===== src/rtl/mem_bus_responder.sv =====
// 8085 multiplexed-bus slave: latches the address on ALE, decodes a RAM window and one
// I/O port, inserts READY wait states, drives read data and commits write data.
module mem_bus_responder #(
    parameter logic [15:0] BASE_ADDR   = 16'h2000,
    parameter int          ADDR_W      = 8,
    parameter int          WAIT_STATES = 1,
    parameter logic [7:0]  IO_PORT     = 8'h20
) (
    input  logic       clk_out,
    input  logic       reset,
    input  logic       ale,
    input  logic [7:0] ad_in,
    input  logic [7:0] a_hi,
    input  logic       io_m,
    input  logic       rd_n,
    input  logic       wr_n,
    output logic [7:0] ad_out,
    output logic       ad_oe,
    output logic       ready,
    output logic [7:0] io_out,
    input  logic [7:0] io_in,
    output logic       bus_err
);

    typedef enum logic [1:0] {IDLE, ADDR, WAIT, ACTIVE} state_t;

    localparam logic [3:0] CNT_INIT = (WAIT_STATES > 0) ? 4'(WAIT_STATES - 1) : 4'd0;

    state_t            state_q;
    logic [ADDR_W-1:0] addr_q;
    logic              io_m_q;
    logic              is_wr_q;
    logic [3:0]        cnt_q;
    logic [7:0]        wdata_q;
    logic [7:0]        ad_out_q;
    logic [7:0]        io_out_q;
    logic              ready_q;
    logic              ad_oe_q;
    logic              bus_err_q;

    logic [7:0]        mem [2**ADDR_W];

    logic [15:0]       addr_in;
    logic              sel_in;
    logic              both_low;
    logic              one_low;
    logic              strb_rel;
    logic [7:0]        rd_data;
    logic              mem_we;

    assign addr_in  = {a_hi, ad_in};
    assign sel_in   = io_m ? (ad_in == IO_PORT)
                           : (addr_in[15:ADDR_W] == BASE_ADDR[15:ADDR_W]);
    assign both_low = ~rd_n & ~wr_n;
    assign one_low  = rd_n ^ wr_n;
    // Release is judged on the strobe that opened the access.
    assign strb_rel = is_wr_q ? wr_n : rd_n;
    assign rd_data  = io_m_q ? io_in : mem[addr_q];
    assign mem_we   = ~reset & ~ale & (state_q == ACTIVE) & is_wr_q & wr_n & ~io_m_q;

    // RAM is deliberately outside the reset domain so contents survive reset.
    always_ff @(posedge clk_out) begin
        if (mem_we)
            mem[addr_q] <= wdata_q;
    end

    always_ff @(posedge clk_out) begin
        if (reset) begin
            state_q   <= IDLE;
            addr_q    <= '0;
            io_m_q    <= 1'b0;
            is_wr_q   <= 1'b0;
            cnt_q     <= 4'd0;
            wdata_q   <= 8'h00;
            ad_out_q  <= 8'h00;
            io_out_q  <= 8'h00;
            ready_q   <= 1'b1;
            ad_oe_q   <= 1'b0;
            bus_err_q <= 1'b0;
        end else begin
            bus_err_q <= 1'b0;
            if (ale) begin
                addr_q  <= addr_in[ADDR_W-1:0];
                io_m_q  <= io_m;
                ad_oe_q <= 1'b0;
                ready_q <= 1'b1;
                state_q <= sel_in ? ADDR : IDLE;
            end else begin
                unique case (state_q)
                    IDLE: ;
                    ADDR: begin
                        if (both_low) begin
                            bus_err_q <= 1'b1;
                            ready_q   <= 1'b1;
                            ad_oe_q   <= 1'b0;
                            state_q   <= IDLE;
                        end else if (one_low) begin
                            is_wr_q <= ~wr_n;
                            if (WAIT_STATES == 0) begin
                                state_q <= ACTIVE;
                                if (!rd_n) begin
                                    ad_out_q <= rd_data;
                                    ad_oe_q  <= 1'b1;
                                end else begin
                                    wdata_q  <= ad_in;
                                end
                            end else begin
                                ready_q <= 1'b0;
                                cnt_q   <= CNT_INIT;
                                state_q <= WAIT;
                            end
                        end
                    end
                    WAIT: begin
                        if (both_low) begin
                            bus_err_q <= 1'b1;
                            ready_q   <= 1'b1;
                            ad_oe_q   <= 1'b0;
                            state_q   <= IDLE;
                        end else if (strb_rel) begin
                            ready_q <= 1'b1;
                            state_q <= IDLE;
                        end else if (cnt_q == 4'd0) begin
                            ready_q <= 1'b1;
                            state_q <= ACTIVE;
                            if (!is_wr_q) begin
                                ad_out_q <= rd_data;
                                ad_oe_q  <= 1'b1;
                            end else begin
                                wdata_q  <= ad_in;
                            end
                        end else begin
                            cnt_q <= cnt_q - 4'd1;
                        end
                    end
                    ACTIVE: begin
                        if (both_low) begin
                            bus_err_q <= 1'b1;
                            ready_q   <= 1'b1;
                            ad_oe_q   <= 1'b0;
                            state_q   <= IDLE;
                        end else if (strb_rel) begin
                            ad_oe_q <= 1'b0;
                            if (is_wr_q && io_m_q)
                                io_out_q <= wdata_q;
                            state_q <= IDLE;
                        end else if (is_wr_q) begin
                            wdata_q <= ad_in;
                        end
                    end
                endcase
            end
        end
    end

    assign ad_out  = ad_out_q;
    assign ad_oe   = ad_oe_q;
    assign ready   = ready_q;
    assign io_out  = io_out_q;
    assign bus_err = bus_err_q;

endmodule


===== config.mk =====
export PLATFORM = sky130hd
export DESIGN_NAME = mem_bus_responder
export DESIGN_NICKNAME = d
export VERILOG_FILES = /design/src/rtl/mem_bus_responder.sv
export SDC_FILE = /design/constraint.sdc
export NUM_CORES = 2
export LEC_CHECK = 0
export CORE_UTILIZATION = 26
export CTS_BUF_LIST = sky130_fd_sc_hd__clkbuf_16
export DETAILED_ROUTE_END_ITERATION = 10
export SYNTH_ARGS = -nofsm -noshare
export SYNTH_HDL_FRONTEND = slang
export SYNTH_SLANG_ARGS = --single-unit

===== constraint.sdc =====
create_clock -name clk_out -period 8.35 [get_ports clk_out]
set_input_delay 2.0875 -clock clk_out [delete_from_list [all_inputs] [get_ports clk_out]]
set_output_delay 2.0875 -clock clk_out [all_outputs]
set_load 0.02 [all_outputs]

# Yosys cells after proc, flatten, opt, wreduce, memory -nomap -nowiden
# Memory sizes are Yosys's and may differ from the RTL's. A register that Yosys moved wholly into a read port is not among the register bits.
# Index checks and enable logic that the tools add are counted.
[totals]
ram_bits = 2048
memories = 1
inputBits = 30
out_inout_bits = 19
ff_bits = 43
word_cells = 116
[mem_list]
columns = ["memory", "depth", "width", "read_ports", "rd_clocked_by_memory_dff", "write_ports", "line_no", "rtl"]
rows = [
  ["mem", 256, 8, 1, 1, 1, "41", "logic [7:0] mem [2**ADDR_W];"],
]
[classes]
bitwise = 16
eq_ne = 24
n_reduce_logical = 17
n_addsub = 1
muxes = 46
[ops]
columns = ["op", "n"]
rows = [
  ["$mux W8", 9],
  ["$mux W4", 5],
  ["$ne A2 B2 Y1 const B", 10],
  ["$mux W1", 19],
  ["$eq A8 B6 Y1 const B", 2],
  ["$mux W2", 8],
  ["$pmux W8 S2", 1],
  ["$ne A3 B3 Y1 const B", 5],
  ["$reduce_and A7 Y1", 2],
  ["$ne A4 B4 Y1 const B", 3],
  ["$reduce_and A4 Y1", 3],
  ["$reduce_and A6 Y1", 2],
  ["$not A1 Y1", 9],
  ["$pmux W4 S2", 1],
  ["$and A1 B1 Y1", 6],
  ["$pmux W1 S3", 2],
  ["$pmux W2 S3", 1],
  ["$reduce_or A3 Y1", 2],
  ["$ne A5 B5 Y1 const B", 1],
  ["$reduce_and A5 Y1", 1],
  ["$eq A2 B2 Y1 const B", 2],
  ["$logic_not A4 Y1", 1],
  ["$reduce_bool A2 Y1", 2],
  ["$reduce_bool A4 Y1", 1],
  ["6 further kinds", 6],
]

# Depth between registers and ports, before layout
[depth]
depth_word = 8
depth_mapped = 13
depth_no_buf = 9

# Least setup slack after synthesis
# OpenSTA, ideal clock, no wires.
[synth_timing]
path_type = "register to register"
start = "reg wdata_q[0]"
end = "mem mem[0][0] (data pin)"
arrival_ns = 3.412
n_path_buf = 0
setup_time_ns = 0.859
synth_period_minus_slack_ns = 4.271
required_ns = 7.491
path_slack_ns = 4.079
path_stages_with_launch = 1
path_cell_list = "dfxtp_1"
[synth_lines]
columns = ["element", "line_no", "rtl"]
rows = [
  ["start, declared", "34", "logic [7:0] wdata_q;"],
  ["start signal, assigned", "105", "wdata_q <= ad_in;"],
  ["start signal, assigned", "130", "wdata_q <= ad_in;"],
  ["start signal, assigned", "148", "wdata_q <= ad_in;"],
  ["end, declared", "41", ""],
]
# Straight into the memory's write port.

# Worst setup path after layout
[layout_timing]
start = "in ale"
end = "mem mem[187][7] (enable)"
[layout_between]
elab_chain_cells = 8
[layout_lines]
columns = ["element", "line_no", "rtl"]
rows = [
  ["start, declared", "11", "input logic ale,"],
  ["$not A1 Y1 (no source line)", "-", ""],
  ["$and A1 B1 Y1 (5 in a row)", "59", "assign mem_we = ~reset & ~ale & (state_q == ACTIVE) & is_wr_q & wr_n & ~io_m_q;"],
  ["$mux W1", "63", "if (mem_we)"],
  ["$mux W1 (not written as such)", "64", "mem[addr_q] <= wdata_q;"],
]
# No other way between the ends.

==> results.md <==
* Multi-input logic area at 18100 um^2
* CP Max Fanout at 17
* 1st-pass router iterations at 6
* Cell Rows at between 200 and 250
* Worst setup SP type: input pin
* Period utilisation layout at 66.8%
* Slew Viols, Final at 0
* Fraction of registers with async set or reset after synthesis at 0%
* Max incr delay on CP at between 800 and 900 ps
* CP arrival at 6030 ps
* Fin nets at between 4000 and 5000
* Io pins at 49
* Num CTS Buffers at between 200 and 250
* Largest net degree at the start of global routing at approximately 170
* Cts repair resizes at 0
* Cell area after synthesis at between 80000 and 90000 um^2
* Slew @ Worst Pin at around 1200 ps
* Final Hold Fails at 0
* Leak at around 23 nW
* Clk Latency, worst-skew pair at ~860 ps
* Slew headroom at between 10% and 20%
* Mapped Avg Cell Area at between 20 and 25 um^2
* Routed len/inst at around 27 um
* Initial antenna violation count at 6
* Post-synth EDFFs at between 2000 and 2500
* Cell Pwr Density at between 200 and 250 nW/um^2
* Synth Warn # at 0
* Die Ht at 565 um
* Crit path time final at 5570 ps
* Die width at ~560 um
* Final Core Density at 29.9%
* Total grt overflow at 0
* Worst r2r path cells at 9
* # setup viols final at 0
* H-tree depth at 4
* Sequential area share after synthesis at roughly three quarters
* Hold buffer count at cts at 0
* Starting density of the core at 26.1%
* # Post-CTS Setup Buffers at 0
* Final WL at ~230 mm
* Detailed placement HPWL at 140 mm
* Vias at between 40000 and 50000
* Reg area at about 63000 um^2
* RSZ-0062 raised after global routing: no
* Net count of the mapped netlist at 4129
* Crit path kind: in2reg
* Clk_skew at roughly 44 ps
* Share of the synthesized area in the top cell type at between 70% and 80%
* DIE AREA at between 300000 and 400000 um^2
* Post-synth top area cell: edfxtp_1
* Detail Route Antenna Nets at 0
* CP max stage cell: nand3_1
* Worst hold path type: reg2reg
* Prevailing post-synth register cell: edfxtp_1
* Most common cell after layout, fill and taps aside: edfxtp_1
* Total track usage at roughly 14%
* Avg Vias per Cell at just under 5
* Fin Setup TNS at 0 ps
* Clk pin slew, worst setup/hold paths at about 60 ps
* Cells after Synth at 4091
* Required @ worst endpoint at slightly below 9000 ps
* Hold Path Depth at 2
* Port Buffer Count at 48
* Layout cells sized above 1 at a little over 20%
* Crit-path most repeated cell: nor2_1
* Max_cap viols at 0
* Crit-path cells: clkdlybuf4s50_1, buf_4, nor4_2, nand2_1, nor2_1, nand3_1, nor2_1
* Fmax achieved at ~180 MHz
* Final GP Congestion at 0.878
* CP endpoint kind: register
* Drt initial violations at roughly 6000
* Run status: complete, no violations
* Vias in the first global route at approximately 42000
* Core area at between 300000 and 400000 um^2
* Most frequent cells in the layout: edfxtp_1, mux4_2, nor2_1
* # DRC at 0
* Root buffer cell: clkbuf_16
* Peak VDD IR at 0.000192 V
* Fillcell total at 30200
* P&R area growth vs syn at 14.3%
* CTS tree: yes
* Clock sink count at between 2000 and 2500
* Global-route wire length before repair at about 330 mm
* Yosys cell types at between 70 and 80
* Ranking of synthesized cells by area: edfxtp_1, mux4_2, mux2i_1
* Clock Path Buffers at 3
* #FFs+latches synth at 2099
per-stage QoR:
step           total power, W  hold slack [ps]  std cells  area, um^2  setup slack, ps
2_1_floorplan          0.0121              476       4091       82400             4080
3_5_place_dp           0.0124              494       8149       87300             1890
6_report               0.0217              505       8536       94200             2780
3_3_place_gp           0.0123              477       8149       87300             1930
5_1_grt                0.0222              545       8532       94200             2790
4_1_cts                0.0218              508       8528       94200             2810
power by group:
part	internal [W]	switching [W]	leakage, nW
clock network	0.00553	0.00399	3.52
registers	0.0114	0.0000363	14.5
logic	0.000229	0.000487	4.98
cell usage after synthesis (all sizes together), types with 13 or more instances:
| cell type | number |
|---|---|
| a31oi | 21 |
| a21oi | 80 |
| o221ai | 52 |
| nand3 | 29 |
| and2 | 14 |
| mux4 | 447 |
| dfxtp | 51 |
| nor3 | 37 |
| nand2 | 167 |
| nor2 | 364 |
| a22oi | 37 |
| mux2i | 203 |
| o22ai | 57 |
| clkbuf | 79 |
| buf | 159 |
| edfxtp | 2048 |
| o21ai | 28 |
| nor2b | 13 |
| and3 | 15 |
| inv | 22 |
| a211oi | 19 |
registers in the layout, indices dropped and copies added (netlist names), named ones only:
register,flops
state_q,2
io_m_q,1
wdata_q,8
cnt_q,4
bus_err,1
addr_q,8
is_wr_q,1
ad_oe,1
ad_out,8
mem,2048
io_out,8
ready,1
layer usage:
layer / vias to the layer above / GRT usage (%) / wire length [um]
met1: 22300 / 19.3 / 93900
met3: 390 / 3.20 / 21900
li1: 17100 / - / -
met5: - / 0 / 9
met2: 2361 / 22.5 / 108000
met4: 2 / 5.65 / 9310
worst max-delay path, delay by kind of cell:
kind | cells | cell delay (ps)
simple gates | 5 | 3310
buf+inv | 2 | 600
cell type report:
type,instances,area share [%]
Tap cell,4160,5.52
Timing Repair Buffer,136,1.38
Clock inverter,169,1.81
Inverter,22,0.0890
Sequential cell,2099,66.4
Multi-Input combinational cell,1732,19.2
Clock buffer,210,5.58
Antenna cell,8,0.0212
logic make-up after synthesis:
kind of cell	count (synthesis)	share of synthesized area, %
adders and majority gates	8	0.121
xor gates and xnor gates	3	0.0319
muxes	659	14.9
DFF	2099	75.9
AOI/OAI and AO/OA	377	3.22
buffers and inverters	260	2.31
and+or+nand+nor	685	3.52
path summary, 6_finish.rpt:
check / slack, ps / end / from
setup / recovery: 2780 / mem[187][7] / ale
hold / removal: 500 / io_out[2] / io_out[2]
setup reg to reg: 3620 / ad_out[6] / register
hold reg to reg: 500 / io_out[2] / io_out[2]
Note: power is estimated with default switching activity, not from simulation.
